--- src/rtl/frame_flow_ctrl.sv ---
// Frame-level flow controller: gates the upstream pixel stream into the pipeline, tracks input
// row/col and output beats, and signals frame completion. Optional DRAIN watchdog: FRAME_FLOW_TMO_EN.
module frame_flow_ctrl #(
  parameter int unsigned IMG_W   = 512,
  parameter int unsigned IMG_H   = 512,
  parameter int unsigned OUT_PIX = IMG_W * (IMG_H - 2),
  parameter int unsigned TMO_CYC = 65535
) (
  input  logic        axi_clk,
  input  logic        axi_rst,
  input  logic        i_start,
  input  logic        i_intr_clr,
  input  logic        s_valid,
  output logic        s_ready,
  output logic        p_valid,
  input  logic        p_prog_full,
  input  logic        m_valid,
  input  logic        m_ready,
  output logic        o_busy,
  output logic        o_frame_done,
  output logic        o_intr,
  output logic        o_err,
  output logic [11:0] o_row,
  output logic [11:0] o_col
);

  localparam int unsigned OcntW = $clog2(OUT_PIX + 1);

  typedef enum logic [1:0] {StIdle, StRun, StDrain, StDone} state_e;

  state_e             state_q, state_d;
  logic [11:0]        row_q, row_d;
  logic [11:0]        col_q, col_d;
  logic [OcntW-1:0]   ocnt_q, ocnt_d;
  logic               intr_q, intr_d;
  logic               busy_q;
  logic               done_q;

  logic in_run;
  logic in_active;
  logic accept;
  logic m_beat;
  logic col_last;
  logic row_last;
  logic cnt_full;
  logic tmo_hit;

  assign in_run    = (state_q == StRun);
  assign in_active = (state_q == StRun) || (state_q == StDrain);
  assign s_ready   = in_run && !p_prog_full;
  assign p_valid   = s_valid && s_ready;
  assign accept    = p_valid;
  assign m_beat    = m_valid && m_ready;
  assign col_last  = (col_q == 12'(IMG_W - 1));
  assign row_last  = (row_q == 12'(IMG_H - 1));
  assign cnt_full  = (ocnt_q == OcntW'(OUT_PIX));

`ifdef FRAME_FLOW_TMO_EN
  localparam int unsigned TmoW = $clog2(TMO_CYC + 1);

  logic [TmoW-1:0] wd_q, wd_d;
  logic            err_q, err_d;

  // Watchdog only runs while draining; any observed output beat restarts it.
  always_comb begin
    wd_d = '0;
    if (state_q == StDrain && !m_beat) begin
      wd_d = wd_q + TmoW'(1);
    end
  end

  assign tmo_hit = (state_q == StDrain) && !m_beat && !cnt_full &&
                   (wd_q == TmoW'(TMO_CYC - 1));

  always_comb begin
    err_d = err_q;
    if (tmo_hit) begin
      err_d = 1'b1;
    end
  end

  always_ff @(posedge axi_clk or negedge axi_rst) begin
    if (!axi_rst) begin
      wd_q  <= '0;
      err_q <= 1'b0;
    end else begin
      wd_q  <= wd_d;
      err_q <= err_d;
    end
  end

  assign o_err = err_q;
`else
  logic unused_tmo;

  assign tmo_hit    = 1'b0;
  assign unused_tmo = ^TMO_CYC;
  assign o_err      = 1'b0;
`endif

  always_comb begin
    state_d = state_q;
    row_d   = row_q;
    col_d   = col_q;
    ocnt_d  = ocnt_q;

    // Saturate so late beats after the frame is complete cannot wrap the count.
    if (m_beat && in_active && !cnt_full) begin
      ocnt_d = ocnt_q + OcntW'(1);
    end

    // The final pixel wraps col but leaves row parked on the last line.
    if (accept) begin
      if (col_last) begin
        col_d = '0;
        if (!row_last) begin
          row_d = row_q + 12'd1;
        end
      end else begin
        col_d = col_q + 12'd1;
      end
    end

    case (state_q)
      StIdle: begin
        if (i_start) begin
          state_d = StRun;
        end
      end
      StRun: begin
        if (accept && row_last && col_last) begin
          state_d = StDrain;
        end
      end
      StDrain: begin
        if (cnt_full || tmo_hit) begin
          state_d = StDone;
        end
      end
      StDone: begin
        state_d = StIdle;
        row_d   = '0;
        col_d   = '0;
        ocnt_d  = '0;
      end
      default: begin
        state_d = StIdle;
      end
    endcase
  end

  // Set is taken from the DONE cycle itself, so a clear in that same cycle loses.
  always_comb begin
    intr_d = intr_q;
    if (state_q == StDone) begin
      intr_d = 1'b1;
    end else if (i_intr_clr) begin
      intr_d = 1'b0;
    end
  end

  always_ff @(posedge axi_clk or negedge axi_rst) begin
    if (!axi_rst) begin
      state_q <= StIdle;
      row_q   <= '0;
      col_q   <= '0;
      ocnt_q  <= '0;
      intr_q  <= 1'b0;
      busy_q  <= 1'b0;
      done_q  <= 1'b0;
    end else begin
      state_q <= state_d;
      row_q   <= row_d;
      col_q   <= col_d;
      ocnt_q  <= ocnt_d;
      intr_q  <= intr_d;
      busy_q  <= (state_d == StRun) || (state_d == StDrain);
      done_q  <= (state_d == StDone);
    end
  end

  assign o_busy       = busy_q;
  assign o_frame_done = done_q;
  assign o_intr       = intr_q;
  assign o_row        = row_q;
  assign o_col        = col_q;

endmodule

--- config.mk ---
export PLATFORM = sky130hd
export DESIGN_NAME = frame_flow_ctrl
export DESIGN_NICKNAME = d
export VERILOG_FILES = /design/src/rtl/frame_flow_ctrl.sv
export SDC_FILE = /design/constraint.sdc
export NUM_CORES = 1
export LEC_CHECK = 0
export CORE_UTILIZATION = 55
export DETAILED_ROUTE_END_ITERATION = 16
export DONT_BUFFER_PORTS = 1
export GPL_TIMING_DRIVEN = 0
export PLACE_DENSITY_LB_ADDON = 0.25
export SETUP_SLACK_MARGIN = 0.3
export SLEW_MARGIN = 30
export SYNTH_ARGS = -nofsm -noshare
export SYNTH_HDL_FRONTEND = slang
export SYNTH_SLANG_ARGS = --single-unit
--- constraint.sdc ---
create_clock -name axi_clk -period 2.9 [get_ports axi_clk]
set_clock_uncertainty 0.05 [all_clocks]
set_input_delay 0.145 -clock axi_clk [delete_from_list [all_inputs] [get_ports axi_clk]]
set_output_delay 0.145 -clock axi_clk [all_outputs]
set_load 0.05 [all_outputs]
==> results of run 1 <==
-- layer usage --
| metal | vias up | track usage (%) | part of all wire [%] |
|---|---|---|---|
| met4 | 0 | 9.11 | 1.6 |
| met5 | - | 0 | 0 |
| met3 | 10 | 6.84 | 5.2 |
| li1 | 1035 | - | - |
| met1 | 1028 | 33.3 | 48 |
| met2 | 55 | 36.3 | 46 |
-- sequential cells by signal, indices dropped and copies added, names as in the netlist --
name and cells:
o_row 12, o_intr 1, o_col 12, ocnt_q 18, o_busy 1, state_q 2
o_frame_done 1
-- final cells by class --
type	count	area, µm²
clock buffers	8	100
well taps	52	65.1
flip-flops and latches	47	1200
multi-input cells	203	1360
plain buffers	11	72.6
repair buffers	6	87.6
inverters	14	52.6
fillers	358	1510
-- worst max-delay path, cell delays in order, from the launching register on --
cell                      delay [ns]
sky130_fd_sc_hd__dfrtp_2        0.53
sky130_fd_sc_hd__or4b_4         0.58
sky130_fd_sc_hd__or4_4          0.49
sky130_fd_sc_hd__buf_6          0.15
sky130_fd_sc_hd__buf_8          0.13
sky130_fd_sc_hd__and2b_2        0.24
sky130_fd_sc_hd__o32ai_2        0.11
sky130_fd_sc_hd__ha_1           0.28
-- worst max path at each step --
stage          startpoint  slack (ns)  endpoint
6_report        o_col[10]        0.22    o_busy
5_1_grt         o_col[10]        0.17    o_busy
4_1_cts         o_col[10]        0.20    o_busy
3_5_place_dp     o_row[0]        -0.1    o_busy
3_3_place_gp     o_row[0]       -0.04    o_busy
2_1_floorplan    o_col[1]        0.31    o_busy
-- layout by cell type (no fill, tap or decap), drive strengths merged, types with 2 or more instances in the layout --
master and n:
mux2 4, nand2 19, clkbuf 15, xor2 8, inv 14, ha 9, a21oi 21, nor4 6
nor2b 3, buf 8, or3 9, nand4 7, or3b 2, o31ai 10, and4 3, o311ai 2
nor3 3, nand3 15, nor2 26, and3 3, o41ai 2, o21ai 9, dlygate4sd3 2, o31a 4
a211o 2, or4 12, xnor2 6, or4b 2, a21boi 2, dfrtp 47
-- where the power goes --
part           total (mW)  internal [mW]  switching, mW
combinational       0.342          0.135          0.207
clock               0.430          0.218          0.213
sequential          0.945          0.733          0.213
total                1.72           1.09          0.632
-- cells by family (layout without fill, tap and decap cells) --
group / Yosys count / in the layout / synth area share (%)
AOI/OAI and AO/OA: 56 / 56 / 13.8
xor gates and xnor gates: 14 / 14 / 4.71
adders and majority gates: 9 / 9 / 4.32
buffers and inverters: 25 / 39 / 4.37
DFF: 47 / 47 / 45.2
muxes: 5 / 5 / 2.11
other: 1 / 1 / 0.144
and+or+nand+nor: 118 / 118 / 25.3
-- through the flow --
step,cells,area (µm²),hold slack (ns),setup TNS [ns],setup slack (ns)
after global routing,341,2940,0.114,0,0.174
final,341,2940,0.0962,0,0.219
after CTS,339,2890,0.0879,0,0.205
after floorplan,275,2620,-0.201,0,0.310
after global placement,327,2680,-0.200,-0.0363,-0.0363
after detailed placement,327,2680,-0.200,-0.0954,-0.0954
-- what timing repair did --
action | 4_1_cts | 5_1_grt
pin swaps | 9 | 5
hold buffers | 3 | 0
resized for setup | 15 | 8
endpoints found under the hold margin | 48 | 0
setup endpoints to repair | 18 | 13
cloned | 0 | 1
buffers inserted | 1 | 1
==> results list, run 1 <==
* Outcome: completed
- Crit Reg-Reg Startpoint: o_col[10]
- The floorplan step defined a die boundary enclosing 5010 µm².
- The worst hold path belongs to the class in2reg.
* Register-to-Register Setup Slack: 0.22 ns
- In this run, synthesis inferred 0 flip-flops with an integrated enable.
- DRC violations left: 0
* Root Buffer Master: sky130_fd_sc_hd__clkbuf_8
- Critical path data arrival time: 2.82 ns
- WL/cell: around 17 µm
- Netlist area before placement: between 2000 and 3000 µm²
* Upper clock frequency limit: ~370 MHz
* Finished Core Util: between 60% and 70%
- Sequential area share after synthesis: 45.2%
- Slew Limit Headroom: 38.1%
* Leak pwr: between 1 and 1.5 nW
* Source-to-sink clock delay at the later pin of the worst-skew pair: 0.30 ns
- In the synthesized netlist the async set-or-reset flop fraction comes to 100%.
- Leading cell types by total area after synthesis: sky130_fd_sc_hd__dfrtp_1, sky130_fd_sc_hd__ha_1, sky130_fd_sc_hd__a21oi_1
- CTS Buffer Depth: 2
- Final Max Tran Viols: 0
* I/O pins: 38
- Share of the cycle needed by the critical path after routing: between 90 and 100%
* Number of sinks driven by the clock tree: 47
* Core Region: between 4000 and 5000 µm²
- Iter 0 DRT Violations: between 100 and 150
- Antenna violations before repair: 0
- For the pin with the worst max-slew slack, the measured transition is around 0.9 ns.
- Unrepaired setup endpoints after global routing: yes
- The clock tree synthesis step divided the H-tree into 2 levels.
* Maximum resistive drop on vdd: 0.000475 V
* Number of vias per cell after detailed routing: roughly 6.2
- The worst setup path is launched from a flip-flop.
- Dominant cell by count in the synthesized netlist: sky130_fd_sc_hd__dfrtp_1
* Clock tree from TritonCTS: yes
- Hold Crit Endpoint: state_q[1]
* Vias after detailed routing: 2,128
- Yosys printed 0 warnings.
- After global routing the overflow that remains totals 0.
- Total inserted antenna cells: 0
* Setup violations, final: 0
* Tot Pwr: 1.72 mW
- The net count of the finished layout is approximately 300.
* Post-synthesis cell type count: 52
* Hold violation count in the final report: 0
- The via count of the first global-routing pass was 1,987.
- Total GRT Usage: 24.1%
- The final layout contains routed wiring with a total length of around 5800 µm.
- The startpoint identified for the worst hold timing path is i_start.
- Power spread over the standard cell area amounts to about 600 nW/µm².
* # port buffers: 0
- Area fraction of the dominant cell type after synthesis: ~45%
- sky130_fd_sc_hd__dfrtp_1 takes more of the synthesized area than any other cell.
- From left edge to right edge, the die measures a little over 70 µm.
- Number of cells on the worst hold path: 3
- Post-synthesis area per instance: between 9 and 10 µm²
- Required time of the critical path: around 3.0 ns
* Number of nets in the synthesized netlist: a little under 300
* Ys flop type: sky130_fd_sc_hd__dfrtp_1
- Worst reg-to-reg path cell count: 7
- Synthesis produced a netlist whose cell count is between 200 and 300.
* Wire length of the first global-routing pass: 9420 µm
* Minimum period implied by the final worst setup slack: between 2 and 3 ns
- Routability-driven placement finished with a final weighted congestion of 0.879.
- Height of the die: between 70 and 80 µm
* Residual antenna-violating net count after detailed routing: 0
- Number of rows created at floorplan: 24
- Cell types with the highest counts after synthesis: sky130_fd_sc_hd__dfrtp_1, sky130_fd_sc_hd__nor2_1, sky130_fd_sc_hd__a21oi_1
* Count of TritonRoute iterations in the first routing pass: 8
- Entering global routing, the biggest net connects between 40 and 50 pins.
- Number of buffers created by CTS: 5
- In this run the worst path has a maximum fanout of 6.
- Once detailed placement completed, the half-perimeter wirelength came to around 3900 µm.
- Critical R2R Capture: o_busy
- After synthesis the netlist holds a flip-flop and latch count of 47.
- Fraction of layout cells with a size suffix above 1: between 10% and 20%
- The critical path in this run is classified as reg2reg.
* Area growth, synth to finish: 12.7%
- The worst setup path is captured at a flip-flop.
- Starting utilization of the core area: 58.6%
- Across the run, the number of max-cap violations was 0.
- After clock tree synthesis, the clock-pin slew on the worst setup and hold paths is 0.08 ns.
Power figures use the tool's default switching activity.
==> inputs of run 2 (changes only) <==
ABC_AREA = 1   (was not set)
==> run 2 against run 1 <==
- critical path depth increased by 3
- synthesized cell count rose by 51%
- sequential cell count unchanged
- clock power rose by 18%
- hold slack lost 0.029 ns
- sequential power decreased by 25%
- worst setup slack better by 0.34 ns
- highest routed layer unchanged
==> results list, run 2 <==
- The average cell area after synthesis came to 7.27 µm² (-23%).
- Antenna violations before repair: 0 (unchanged)
- Seq cells post-synth: 47 (unchanged)
* Post-synthesis cell type count: 33 (-37%)
* Die footprint: 5770 µm² (+15%)
- The tightest min-delay check is of the in2reg type.
- The detail-routed net length per standard cell is 13.6 µm (-20%).
- The time the final worst path needs with I/O delays and setup came to 2.34 ns (-0.337 ns).
- The number of fillers in the final layout is 465 (+30%).
- The number of CTS-inserted buffers is 5 (unchanged).
- Sw Pwr: 0.335 mW (-47%)
* Design Area, Final: 3260 µm² (+11%)
* DRC violations left: 0 (unchanged)
* Hold violation count in the final report: 0 (unchanged)
- Fraction of layout cells with a size suffix above 1: 12.5% (-4.5 points)
- The wire length of the first global-routing pass is 11,900 µm (+26%).
* Area leader, netlist: sky130_fd_sc_hd__dfrtp_1
- The post-DP HPWL came to 4880 µm (+26%).
* Proportion of power drawn by flip-flops and latches: 53.2% (-1.8 points)
* DIE WIDTH: 76.0 µm (+7.3%)
- Vias after detailed routing: 2,706 (+27%)
- Finished Core Util: 62.7% (-3.4 points)
- The flip-flop count of the largest register after layout was 18 (unchanged).
- TritonCTS built the clock tree.
- Root Buffer Master: sky130_fd_sc_hd__clkbuf_8
- Number of sinks driven by the clock tree: 47 (unchanged)
- The number of standard cells after synthesis was 414 (+51%).
- Top register by number of flip-flops: ocnt_q
- Switching power as a share of total power: 25.0% (-12 points)
* Upper clock frequency limit: 426 MHz (+14%)
- Setup repair after global routing left no endpoint under its margin.
* Number of enable flip-flop cells after synthesis: 0 (unchanged)
* Count of TritonRoute iterations in the first routing pass: 4 (-4)
- The final setup violation count is 0 (unchanged).
- I/O pins: 38 (unchanged)
- Dominant cell by count in the synthesized netlist: sky130_fd_sc_hd__nand2_1
* CTS Buffer Depth: 2 (unchanged)
- The worst relative slew slack was 35.1% (-3.0 points).
- Starting utilization of the core area: 57.8% (-0.75 points)
- Core Region: 5200 µm² (+17%)
- Clock transition time at the flip-flop clock pins of the worst setup and hold paths: 0.09 ns (about the same)
* Via count of the first global-routing pass: 2,757 (+39%)
- Post-cts repair resize count: 0 (-15)
* Share of flip-flops with an asynchronous set or reset: 100% (unchanged)
- Critical path data arrival time: 2.48 ns (-0.34 ns)
- The commonest cells after synthesis are sky130_fd_sc_hd__nand2_1, sky130_fd_sc_hd__nor2_1, sky130_fd_sc_hd__dfrtp_1.
* Number of vias per cell after detailed routing: 5.47 (-12%)
- Number of nets in the synthesized netlist: 431 (+48%)
- The total length of routed wires was 6740 µm (+17%).
* # port buffers: 0 (unchanged)
- Sequential area share after synthesis: 39.1% (-6.1 points)
- Peak fanout along the critical path: 6 (unchanged)
- From synthesis to final layout, the design area changed by 8.40%.
- Leading cell types in the layout, fill and taps excluded: sky130_fd_sc_hd__nand2_1, sky130_fd_sc_hd__nor2_1, sky130_fd_sc_hd__dfrtp_1
- The sum of negative setup slack is 0 ns (unchanged).
- The endpoint required time on the critical path was 3.04 ns (about the same).
* Transition time at the pin with the least slew margin: 0.970 ns (+0.0443 ns)
- Leak pwr: 1.54 nW (+28%)
- Height of the die: 76.0 µm (+7.3%)
- The number of nets with antenna violations after routing came to 0 (unchanged).
- Most common library cell in the layout ignoring fill and taps: sky130_fd_sc_hd__nand2_1
* Total number of yosys warnings: 0 (unchanged)
- Total GRT Usage: 25.3% (+1.2 points)
- Layout net count: 441 (+45%)
- Source-to-sink clock delay at the later pin of the worst-skew pair: 0.30 ns (about the same)
* H-tree depth: 2 (unchanged)
- Leftover overflow at the end of global routing: 0 (unchanged)
* Category of the worst setup path launch point: flip-flop
* Area fraction of the dominant cell type after synthesis: 39.1% (-6.1 points)
* Sort of element at the end of the critical path: flip-flop
* Share of power burned in combinational logic: 8.9% (-11 points)
* Pin count of the biggest net entering global routing: 48 (unchanged)
- The design internal power is 1.00 mW (-7.7%).
* P per Cell Area: 410 nW/µm² (-30%)
- The number of violations of the max-capacitance limit was 0 (unchanged).
* Minimum hold slack: 0.0672 ns (-0.0290 ns)
- The total inserted antenna cells came to 0 (unchanged).
- Placed Area: 3100 µm² (+16%)
* Met3 wire length: 331 µm (+9.2%)
* Number of rows created at floorplan: 26 (+8.3%)
- Final Max Tran Viols: 0 (unchanged)
- The DRC violation total after the first TritonRoute iteration came to 241 (+100%).
- The routability congestion estimate from global placement is 0.899 (+2.4%).
* Outcome: completed
- Share of the cycle needed by the critical path after routing: 80.9% (-12 points)
* Leading cell types by total area after synthesis: sky130_fd_sc_hd__dfrtp_1, sky130_fd_sc_hd__nand2_1, sky130_fd_sc_hd__nor2_1
* Ys flop type: sky130_fd_sc_hd__dfrtp_1
- The peak supply drop came to 0.000322 V (-32%).
- Post-route met1 wirelength: 2990 µm (+8.8%)
* Path type of the worst setup path: reg2reg
- Share of power burned in the clock network: 37.9% (+13 points)
- Uppermost routed layer: met4
- Netlist area before placement: 3010 µm² (+16%)
- Met2 Routed Length: 3320 µm (+26%)
## run 2: cell types whose count changed in the layout (fill, tap and decap cells not counted), sizes merged, moves of 12 or more
cell,delta
a21oi,-14
inv,+26
nand2,+112
nand3,+23
nor2,+36
or4,-12
## run 2: timing repair
item | in CTS | in global routing
hold buffers | 3 | 0
hold endpoints to repair | 48 | 0
setup buffers | 0 | 0
## run 2: power groups by stage
stage	clock, mW	combinational (mW)	sequential, mW
floorplan	0	0.0839	0.715
global placement	0	0.0947	0.723
detailed placement	0	0.0994	0.723
CTS	0.514	0.120	0.711
global route	0.534	0.140	0.716
finish	0.506	0.119	0.712
## run 2: logic make-up (layout without fill, tap and decap cells)
group | after synthesis | after routing | share of synthesized area, %
buf+inv | 49 | 60 | 7.07
fa+ha+maj | 9 | 9 | 3.74
simple gates | 263 | 263 | 39.2
compound gates | 32 | 32 | 7.07
xor+xnor | 13 | 13 | 3.78
other cells | 1 | 1 | 0.125
flops | 47 | 47 | 39.1
## run 2: area by class of cell
| type | instances | area, µm² | share of cell area (%) |
|---|---|---|---|
| Timing Repair Buffer | 3 | 47.5 | 1.46 |
| Clock buffer | 6 | 82.6 | 2.53 |
| Sequential cell | 47 | 1180 | 36.0 |
| Multi-Input combinational cell | 318 | 1620 | 49.7 |
| Tap cell | 70 | 87.6 | 2.68 |
| Buffer | 9 | 62.6 | 1.92 |
| Inverter | 40 | 150 | 4.60 |
| Clock inverter | 2 | 35.0 | 1.07 |
## run 2: metal layers
layer | vias to the layer above | global-route usage (%)
met4 | 0 | 8.46
met1 | 1294 | 31.9
met5 | - | 0
met3 | 10 | 5.15
li1 | 1344 | -
met2 | 58 | 43.5
## run 2: worst paths after layout
check,from,end,slack (ns),depth (start not counted)
worst max-delay path,o_row[0],o_busy,0.56,10
worst min-delay path,i_start,state_q[0],0.07,4
worst max register to register,o_row[0],o_busy,0.56,10
worst min register to register,ocnt_q[14],ocnt_q[14],0.51,2
max in group asynchronous,axi_rst,o_row[1],2.28,2
min in group asynchronous,axi_rst,o_col[2],0.30,2
## run 2: worst max-delay path, stage by stage (launching register included)
cell	delay, ns
sky130_fd_sc_hd__dfrtp_1	0.73
sky130_fd_sc_hd__ha_1	0.26
sky130_fd_sc_hd__nand2_1	0.09
sky130_fd_sc_hd__nor2_1	0.22
sky130_fd_sc_hd__nand2_1	0.12
sky130_fd_sc_hd__nor2_2	0.11
sky130_fd_sc_hd__nand3_1	0.10
sky130_fd_sc_hd__nand2_1	0.09
sky130_fd_sc_hd__nand2_1	0.08
sky130_fd_sc_hd__a21oi_1	0.14
sky130_fd_sc_hd__ha_1	0.24
## run 2: per-stage QoR
step	std cells	worst slack [ns]	power, mW
after floorplan	414	0.848	0.799
after global placement	484	0.590	0.817
after detailed placement	484	0.586	0.823
after CTS	495	0.550	1.35
after global routing	495	0.362	1.39
final	495	0.555	1.34
